===== config.mk =====
export PLATFORM = sky130hd
export DESIGN_NAME = qpi_bus_arbiter_flat
export DESIGN_NICKNAME = d
export VERILOG_FILES = /design/src/rtl/qpi_bus_arbiter_if.sv /design/src/rtl/qpi_bus_arbiter.sv /design/src/flat_wrapper.sv
export SDC_FILE = /design/constraint.sdc
export NUM_CORES = 1
export LEC_CHECK = 0
export CORE_ASPECT_RATIO = 0.75
export CORE_MARGIN = 10
export CORE_UTILIZATION = 30
export DETAILED_ROUTE_END_ITERATION = 10
export PLACE_DENSITY = 0.61
export SETUP_SLACK_MARGIN = 0.5
export SLEW_MARGIN = 20
export SYNTH_ARGS = -nofsm -noshare
export SYNTH_HDL_FRONTEND = slang
export SYNTH_SLANG_ARGS = --single-unit

===== constraint.sdc =====
create_clock -name clk -period 2.1 [get_ports clk]
set_input_delay 0.21 -clock clk [delete_from_list [all_inputs] [get_ports clk]]
set_output_delay 0.21 -clock clk [all_outputs]
set_load 0.01 [all_outputs]

===== src/rtl/qpi_bus_arbiter_if.sv =====
// Shared QPI pad bus between two masters: per-master pin drives, grants and
// the muxed pad side. The arbiter takes the slave modport.
interface qpi_bus_arbiter_if;
    logic       m0_req, m1_req;
    logic       m0_gnt, m1_gnt;
    logic       m0_csb, m1_csb;
    logic       m0_clk, m1_clk;
    logic [3:0] m0_io_oe, m1_io_oe;
    logic [3:0] m0_io_do, m1_io_do;
    logic [3:0] m0_io_di, m1_io_di;
    logic [3:0] io_di;
    logic       qpi_clk;
    logic [3:0] qpi_io_oe, qpi_io_do;
    logic       flash_csb, ml_csb;
    logic       owner, busy, starve;

    modport slave (
        input  m0_req, m1_req, m0_csb, m1_csb, m0_clk, m1_clk,
               m0_io_oe, m1_io_oe, m0_io_do, m1_io_do, io_di,
        output m0_gnt, m1_gnt, m0_io_di, m1_io_di, qpi_clk, qpi_io_oe,
               qpi_io_do, flash_csb, ml_csb, owner, busy, starve
    );

    modport master (
        output m0_req, m1_req, m0_csb, m1_csb, m0_clk, m1_clk,
               m0_io_oe, m1_io_oe, m0_io_do, m1_io_do, io_di,
        input  m0_gnt, m1_gnt, m0_io_di, m1_io_di, qpi_clk, qpi_io_oe,
               qpi_io_do, flash_csb, ml_csb, owner, busy, starve
    );
endinterface


===== src/rtl/qpi_bus_arbiter.sv =====
// Round-robin owner of the shared QPI pads (flash XIP vs ML accelerator) with
// an idle turnaround gap so the two chip selects can never overlap.
module qpi_bus_arbiter #(
    parameter int TURN_CYCLES = 2,
    parameter int MAX_HOLD    = 4096
) (
    input  logic              clk,
    input  logic              resetn,
    qpi_bus_arbiter_if.slave  bus
);
    localparam logic [1:0] S_IDLE = 2'd0;
    localparam logic [1:0] S_OWN0 = 2'd1;
    localparam logic [1:0] S_OWN1 = 2'd2;
    localparam logic [1:0] S_TURN = 2'd3;

    localparam int HW = (MAX_HOLD > 0) ? $clog2(MAX_HOLD + 1) : 1;
    localparam int TW = (TURN_CYCLES > 1) ? $clog2(TURN_CYCLES) : 1;

    logic [1:0]    state_q, state_d;
    logic          last_q, last_d;
    logic          owner_q, owner_d;
    logic [HW-1:0] hold_q, hold_d;
    logic          fired_q, fired_d;
    logic [TW-1:0] turn_q, turn_d;

    logic own0, own1, owning, other_req, rel, starve_c;
    logic go, pick;

    assign own0      = (state_q == S_OWN0);
    assign own1      = (state_q == S_OWN1);
    assign owning    = own0 | own1;
    assign other_req = own0 ? bus.m1_req : bus.m0_req;
    // Release needs both req low and CSB back high, so a transfer is never cut.
    assign rel       = own0 ? (!bus.m0_req && bus.m0_csb) : (!bus.m1_req && bus.m1_csb);
    assign starve_c  = (MAX_HOLD != 0) && owning && (hold_q == HW'(MAX_HOLD))
                       && other_req && !fired_q;

    assign go   = bus.m0_req | bus.m1_req;
    assign pick = (bus.m0_req && bus.m1_req) ? ~last_q : bus.m1_req;

    always_comb begin
        state_d = state_q;
        last_d  = last_q;
        owner_d = owner_q;
        hold_d  = hold_q;
        fired_d = fired_q;
        turn_d  = turn_q;
        case (state_q)
            S_IDLE: begin
                if (go) begin
                    state_d = pick ? S_OWN1 : S_OWN0;
                    last_d  = pick;
                    owner_d = pick;
                    hold_d  = '0;
                    fired_d = 1'b0;
                end
            end
            S_OWN0, S_OWN1: begin
                if (rel) begin
                    state_d = (TURN_CYCLES == 0) ? S_IDLE : S_TURN;
                    turn_d  = TW'(TURN_CYCLES - 1);
                end else begin
                    if (hold_q != HW'(MAX_HOLD)) hold_d = hold_q + 1'b1;
                    fired_d = fired_q | starve_c;
                end
            end
            default: begin
                if (turn_q == '0) state_d = S_IDLE;
                else              turn_d  = turn_q - 1'b1;
            end
        endcase
    end

    always_ff @(posedge clk) begin
        if (!resetn) begin
            state_q <= S_IDLE;
            last_q  <= 1'b1;
            owner_q <= 1'b0;
            hold_q  <= '0;
            fired_q <= 1'b0;
            turn_q  <= '0;
        end else begin
            state_q <= state_d;
            last_q  <= last_d;
            owner_q <= owner_d;
            hold_q  <= hold_d;
            fired_q <= fired_d;
            turn_q  <= turn_d;
        end
    end

    // Pads follow the owner combinationally; the non-owner is ignored entirely.
    assign bus.m0_gnt    = own0;
    assign bus.m1_gnt    = own1;
    assign bus.flash_csb = own0 ? bus.m0_csb : 1'b1;
    assign bus.ml_csb    = own1 ? bus.m1_csb : 1'b1;
    assign bus.qpi_clk   = own0 ? bus.m0_clk   : (own1 ? bus.m1_clk   : 1'b0);
    assign bus.qpi_io_oe = own0 ? bus.m0_io_oe : (own1 ? bus.m1_io_oe : 4'h0);
    assign bus.qpi_io_do = own0 ? bus.m0_io_do : (own1 ? bus.m1_io_do : 4'h0);
    assign bus.m0_io_di  = bus.io_di;
    assign bus.m1_io_di  = bus.io_di;
    assign bus.owner     = owner_q;
    assign bus.busy      = (state_q != S_IDLE);
    assign bus.starve    = starve_c;
endmodule


===== src/flat_wrapper.sv =====
// flat-port wrapper written by rule: the top's interface ports become plain ports
module qpi_bus_arbiter_flat 
#(
    parameter int TURN_CYCLES = 2,
    parameter int MAX_HOLD    = 4096
)
  (clk, resetn, bus_m0_req, bus_m1_req, bus_m0_csb, bus_m1_csb, bus_m0_clk, bus_m1_clk, bus_m0_io_oe, bus_m1_io_oe, bus_m0_io_do, bus_m1_io_do, bus_io_di, bus_m0_gnt, bus_m1_gnt, bus_m0_io_di, bus_m1_io_di, bus_qpi_clk, bus_qpi_io_oe, bus_qpi_io_do, bus_flash_csb, bus_ml_csb, bus_owner, bus_busy, bus_starve);
  qpi_bus_arbiter_if bus_i ();
  input  logic clk;
  input  logic resetn;
  input wire logic [$bits(bus_i.m0_req)-1:0] bus_m0_req;
  input wire logic [$bits(bus_i.m1_req)-1:0] bus_m1_req;
  input wire logic [$bits(bus_i.m0_csb)-1:0] bus_m0_csb;
  input wire logic [$bits(bus_i.m1_csb)-1:0] bus_m1_csb;
  input wire logic [$bits(bus_i.m0_clk)-1:0] bus_m0_clk;
  input wire logic [$bits(bus_i.m1_clk)-1:0] bus_m1_clk;
  input wire logic [$bits(bus_i.m0_io_oe)-1:0] bus_m0_io_oe;
  input wire logic [$bits(bus_i.m1_io_oe)-1:0] bus_m1_io_oe;
  input wire logic [$bits(bus_i.m0_io_do)-1:0] bus_m0_io_do;
  input wire logic [$bits(bus_i.m1_io_do)-1:0] bus_m1_io_do;
  input wire logic [$bits(bus_i.io_di)-1:0] bus_io_di;
  output wire logic [$bits(bus_i.m0_gnt)-1:0] bus_m0_gnt;
  output wire logic [$bits(bus_i.m1_gnt)-1:0] bus_m1_gnt;
  output wire logic [$bits(bus_i.m0_io_di)-1:0] bus_m0_io_di;
  output wire logic [$bits(bus_i.m1_io_di)-1:0] bus_m1_io_di;
  output wire logic [$bits(bus_i.qpi_clk)-1:0] bus_qpi_clk;
  output wire logic [$bits(bus_i.qpi_io_oe)-1:0] bus_qpi_io_oe;
  output wire logic [$bits(bus_i.qpi_io_do)-1:0] bus_qpi_io_do;
  output wire logic [$bits(bus_i.flash_csb)-1:0] bus_flash_csb;
  output wire logic [$bits(bus_i.ml_csb)-1:0] bus_ml_csb;
  output wire logic [$bits(bus_i.owner)-1:0] bus_owner;
  output wire logic [$bits(bus_i.busy)-1:0] bus_busy;
  output wire logic [$bits(bus_i.starve)-1:0] bus_starve;
  assign bus_i.m0_req = bus_m0_req;
  assign bus_i.m1_req = bus_m1_req;
  assign bus_i.m0_csb = bus_m0_csb;
  assign bus_i.m1_csb = bus_m1_csb;
  assign bus_i.m0_clk = bus_m0_clk;
  assign bus_i.m1_clk = bus_m1_clk;
  assign bus_i.m0_io_oe = bus_m0_io_oe;
  assign bus_i.m1_io_oe = bus_m1_io_oe;
  assign bus_i.m0_io_do = bus_m0_io_do;
  assign bus_i.m1_io_do = bus_m1_io_do;
  assign bus_i.io_di = bus_io_di;
  assign bus_m0_gnt = bus_i.m0_gnt;
  assign bus_m1_gnt = bus_i.m1_gnt;
  assign bus_m0_io_di = bus_i.m0_io_di;
  assign bus_m1_io_di = bus_i.m1_io_di;
  assign bus_qpi_clk = bus_i.qpi_clk;
  assign bus_qpi_io_oe = bus_i.qpi_io_oe;
  assign bus_qpi_io_do = bus_i.qpi_io_do;
  assign bus_flash_csb = bus_i.flash_csb;
  assign bus_ml_csb = bus_i.ml_csb;
  assign bus_owner = bus_i.owner;
  assign bus_busy = bus_i.busy;
  assign bus_starve = bus_i.starve;
  qpi_bus_arbiter #(.TURN_CYCLES(TURN_CYCLES), .MAX_HOLD(MAX_HOLD)) u_core (.clk(clk), .resetn(resetn), .bus(bus_i));
endmodule

# Word level (Yosys, flattened, before mapping)
# Index checks and enable logic that the tools add are counted.
# word_totals
regBits	19
output_inout_bits	24
word_cells	66
# classes
n_eq_ne	9
n_reduce_logical	18
bitwise	5
mux	26
addsub	2
# op_table
cell	count
2-to-1 mux 13 bit	3
case mux 13 bit (2 select lines)	1
2-to-1 mux 4 bit	4
adder 13 x 1 -> 13 bit, second input constant	1
equality test 13 bit, second input constant	1
!= test 13 bit, second input constant	1
2-to-1 mux 1 bit	11
2-to-1 mux 2 bit	4
logical AND 1 bit	6
!= test 2 x 1 -> 1 bit, second input constant	3
AND reduction 3 bit	2
case mux 1 bit (2 select lines)	2
case mux 2 bit (2 select lines)	1
AND reduction 2 bit	2
AND reduction 4 bit	1
nonzero test 2 bit	2
zero test 1 bit	3
!= test 3 bit, second input constant	1
OR 1 bit	3
equality test 2 x 1 -> 1 bit, second input constant	1
equality test 2 bit, second input constant	1
zero test 2 bit	1
!= test 2 bit, second input constant	1
NOT 1 bit	2
2 further kinds	2

# Logic depth before layout (Yosys ltp)
# depth
word_depth	8
mapped_depth	8
depth_no_buf	6

# Least setup slack after synthesis
# No wires, ideal clock.
# synth_timing
kind	flip-flop to flip-flop
startpoint	register u_core.state_q[0]
endpoint	register u_core.hold_q[2]
setup_ps	70
synth_period_minus_slack_ps	2161
arrival_time_ps	2091
required_time_ps	2030
n_path_buf	2
stages_incl_launch_ff	9
path_slack_ps	-61
cell_sequence	dfxtp_1 inv_1 ha_1 buf_6 nor3b_4 or4_1 buf_2 or4_1 a21oi_1
# synth_between
elab_chain_cells	4
word_cells_on_any_way	11
# synth_lines
element	line	text
from (decl)	qpi_bus_arbiter.sv:19	logic [1:0] state_q, state_d;
from (signal assigned)	qpi_bus_arbiter.sv:83	state_q <= state_d;
equality test 2 bit or equality test 2 x 1 -> 1 bit (tied branches)	qpi_bus_arbiter.sv:48, qpi_bus_arbiter.sv:29	
OR reduction 2 bit or 2-to-1 mux 1 bit (tied branches)	--	
!= test 2 x 1 -> 1 bit (no line) (tied with other cells)	--	
AND reduction 4 bit (no line)	--	
to (signal assigned)	qpi_bus_arbiter.sv:86	hold_q <= hold_d;
to (decl)	qpi_bus_arbiter.sv:22	logic [HW-1:0] hold_q, hold_d;
# Parallel ways exist; a longest one is shown, timed or not.
# A chain may end at the register's enable or synchronous reset.

# Worst setup path in the final report
# layout_timing
startpoint	register u_core.state_q[1]
endpoint	register u_core.hold_q[2]
# The elaborated chain is that of the path after synthesis.

==> results by stage <==
Outcome:
- The run finished with clean final reports.

Timing:
- The setup clock skew after layout is about 0.0052 ns.
- The worst hold slack across all endpoints is around 0.42 ns.
- The final number of max-transition violations is 0.
- At the pin with the least slew margin, the transition time is 0.5224 ns.
- The final hold violation count was 0.
- Headroom to the max-slew limit came out at between 60% and 70%.
- Summed over all failing endpoints, the final setup total negative slack is 0 ns.
- Setup repair after global routing could not meet its margin everywhere.
- The shortest period the worst path allows is approximately 2.1 ns.
- The final count of negative-setup-slack endpoints is 0.
- After layout, the worst path uses between 90% and 100% of the clock period.
- Timing would allow up to about 480 MHz.

Synth:
- For this run, the register share of the synthesized area comes to about 27%.
- The share of synthesized cell area in full adder, half adder and majority cells is ~5.3%.
- After synthesis, the share of flip-flops with an asynchronous set or reset is 0%.
- The synthesized netlist net count is between 200 and 250.
- Of the post-synthesis cell area, the part taken by muxes is 1.410%.
- The instance count of the mapped netlist is 189.
- The register bit total from synthesis is 19.
- The mean instance size in the synthesized netlist is 7.514 µm².
- The largest family of logic cells by synthesized area is simple AND/OR/NAND/NOR gates.
- Synthesis instantiated 42 different standard cells from the library.
- The total number of yosys warnings is 0.
- The post-synthesis simple-gate area fraction is between 20% and 30%.
- The mapped netlist covers roughly 1400 µm².
- Among all flip-flop cells after synthesis, the most frequent one is dfxtp_1.
- The share of the synthesized area in compound gates (AO/OA/AOI/OAI) is a little over a quarter.
- The synthesized-area fraction occupied by xor and xnor cells is 0%.
- The number of synthesized flops with an enable pin is 0.

Final layout:
- Cells with a size suffix above 1 make up between 40% and 50% of the layout.
- The most common library cell in the layout ignoring fill and taps is buf_4.
- The count of inserted antenna diode cells is 0.
- Compared with the post-synthesis result, the final layout area differs by 68.11%.
- The top cell types in the final layout, fill and taps aside, are buf_4, clkdlybuf4s50_1, nand2_1, dfxtp_1, buf_2.
- The layout has 407 filler cells.
- The layout net count is 291.
- The post-layout instance area is between 2000 and 2500 µm².

Pwr:
- After layout, the design draws a total of around 2.8 mW.
- The static leakage power is ~1 nW.
- The power density over the cells is between 1000 and 1500 nW/µm².
- The maximum resistive drop on vdd is 499.7 µV.

GRT:
- For this run the aggregate overflow at the end of global routing stands at 0.
- For this run, the total global-route usage over all layers was measured as a little under an eighth.
- The first global-routing pass estimated 7797 µm of wire.
- The initial antenna violation count is 0.
- The number of global-route vias before repair is 1510.
- The largest net degree at the start of global routing is 24.

Setup path:
- Data arrives at the worst endpoint at 2.27 ns.
- STA classifies the critical path startpoint as a flop.
- STA classifies the critical path endpoint as a flop.
- At the worst endpoint, the required time is between 2 and 2.5 ns.
- The maximum fanout count along the critical path is 6.
- The critical path is of the flop to flop type.

Floorplan:
- Pin placement for this block handled 52 I/O pins.
- The floorplan step set the die width to roughly 100 µm.
- After floorplanning, the core was sized to cover approximately 4500 µm².
- Measured along the y axis, the die boundary spans 79.59 µm.
- After floorplanning, the core was divided into 21 placement rows.
- The overall die area is 7914 µm².
- The effective utilization at floorplan is between 30% and 40%.

Clock tree:
- Clock tree synthesis inserted a total of 3 buffers.
- TritonCTS built the clock tree.
- The clock tree root driver cell is clkbuf_8.
- The number of clock sinks seen by CTS is 19.
- The clock passes through at most 2 buffers.
- Clock-pin slew was measured on the worst setup and hold paths at 0.08 ns.
- The later pin in the worst-skew pair is clocked with a latency of ~0.26 ns.
- CTS built an H-tree with a depth of 1.

Drt:
- The routed design uses ~300 µm of met3 wire.
- After detailed routing, the wire length on met1 is 2368 µm.
- The detailed router used layers up to and including met4.
- The first detailed-routing pass ran for 4 iterations.
- The DRC violations left is 0.
- Once detail routing completed, the nets flagged for antenna violations numbered 0.
- The average detailed-routed wire length per instance is about 17 µm.
- After detailed routing, the total wire length is between 5000 and 6000 µm.
- In the detailed route, the total length drawn on met2 is approximately 2600 µm.
- The first routing iteration left between 150 and 200 violations.
- The total number of vias is roughly 1700.
- Using the TritonRoute via totals, the vias-per-cell ratio works out to roughly 5.5.

Worst hold path:
- The tightest min-delay check is of the input port to output pin type.

Placed design:
- The global placer's final weighted congestion is about 0.8.
- Once placement finished, the instance area stood at slightly above 2000 µm².
- The number of input and output port buffers inserted is 39.
- The detailed-placement wirelength estimate is approximately 3700 µm.

Run:
- The count of max-cap constraint violations is 0.
-- per-stage QoR --
| step | utilization, % | instances | worst slack, ns |
|---|---|---|---|
| final | 52.82 | 313 | 0.02770 |
| after global routing | 52.82 | 313 | -0.03296 |
| after CTS | 48.23 | 304 | 0.08187 |
| after detailed placement | 45.82 | 296 | -0.1129 |
| after global placement | 45.82 | 296 | -0.04979 |
| after floorplan | - | 189 | 0.06548 |
-- power by group --
part | internal (mW) | leakage (nW) | switching [mW]
combinational | 1.03 | 0.815 | 1.03
clock | 0.132 | 0.0255 | 0.133
sequential | 0.406 | 0.155 | 0.0254
total | 1.57 | 0.995 | 1.19
-- flip-flops by register name, indices dropped and copies added (netlist names) --
register,flops
u_core.hold_q,13
u_core.state_q,2
u_core.bus.owner,1
u_core.fired_q,1
u_core.last_q,1
u_core.turn_q,1
-- per-layer routing --
layer / up-vias / track usage (%)
li1: 835 / -
met1: 826 / 16.05
met2: 71 / 18.25
met3: 2 / 3.633
met4: 0 / 2.143
met5: - / 0
-- layout make-up --
class,count,area [µm²],share of cell area [%]
inverter,12,47.55,1.992
multi-input combinational,138,1122,47.01
timing repair buffer,83,716.9,30.03
clock buffer,3,41.29,1.730
sequential,19,382.9,16.04
clock inverter,1,5.005,0.2096
tap,57,71.32,2.987
-- path summary, 6_finish.rpt --
kind / startpoint / end / slack, ns / depth (start not counted)
worst max-delay path: u_core.state_q[1]$_SDFFE_PN0P_ / u_core.hold_q[2]$_SDFFE_PN0P_ / 0.03 / 6
worst min-delay path: bus_io_di[0] / bus_m1_io_di[0] / 0.42 / 0
worst max register to register: u_core.state_q[1]$_SDFFE_PN0P_ / u_core.hold_q[2]$_SDFFE_PN0P_ / 0.03 / 6
worst min register to register: u_core.last_q$_SDFFE_PN1P_ / u_core.last_q$_SDFFE_PN1P_ / 0.50 / 1
-- kinds of logic (layout without fill, tap and decap cells) --
| kind of cell | Yosys count | count (layout) |
|---|---|---|
| compound gates | 53 | 53 |
| fa+ha+maj | 6 | 6 |
| buf+inv | 32 | 99 |
| flops | 19 | 19 |
| mux | 2 | 2 |
| simple gates | 77 | 77 |
-- synth_stat cells, drive strengths merged, types with 2 or more instances --
cell	count	share of area (%)
a311oi	3	1.9
ha	6	5.3
nand4	6	2.6
a21o	2	1.1
a2bb2oi	2	1.2
and4	2	1.2
nand2b	2	0.88
o21ai	13	4.6
nand3	6	2.1
inv	12	3.2
a41o	4	2.8
or4	3	1.6
a22o	3	1.9
dfxtp	19	27
o221a	2	1.6
nor4	4	1.8
nor4bb	2	1.4
mux2i	2	1.4
nor3	7	2.5
clkbuf	8	2.1
nor3b	3	2.4
nor2	10	2.6
o31ai	3	1.6
nand2	27	7.1
buf	12	6.0
a31oi	6	2.6
a21oi	9	3.2
-- worst max-delay path: stages, from the launching register on --
cell,delay [ns]
dfxtp_2,0.34
inv_2,0.05
ha_4,0.27
and4b_1,0.24
or4_4,0.55
or4_4,0.44
a21oi_2,0.13
-- timing repair --
action,4_1_cts,5_1_grt
endpoints found under the hold margin,0,0
setup buffers,4,6
hold buffers,0,0
endpoints found under the setup margin,31,28
pin swaps,6,14
gates cloned,0,3
gates resized for setup,75,38
Power figures use the tool's default switching activity.
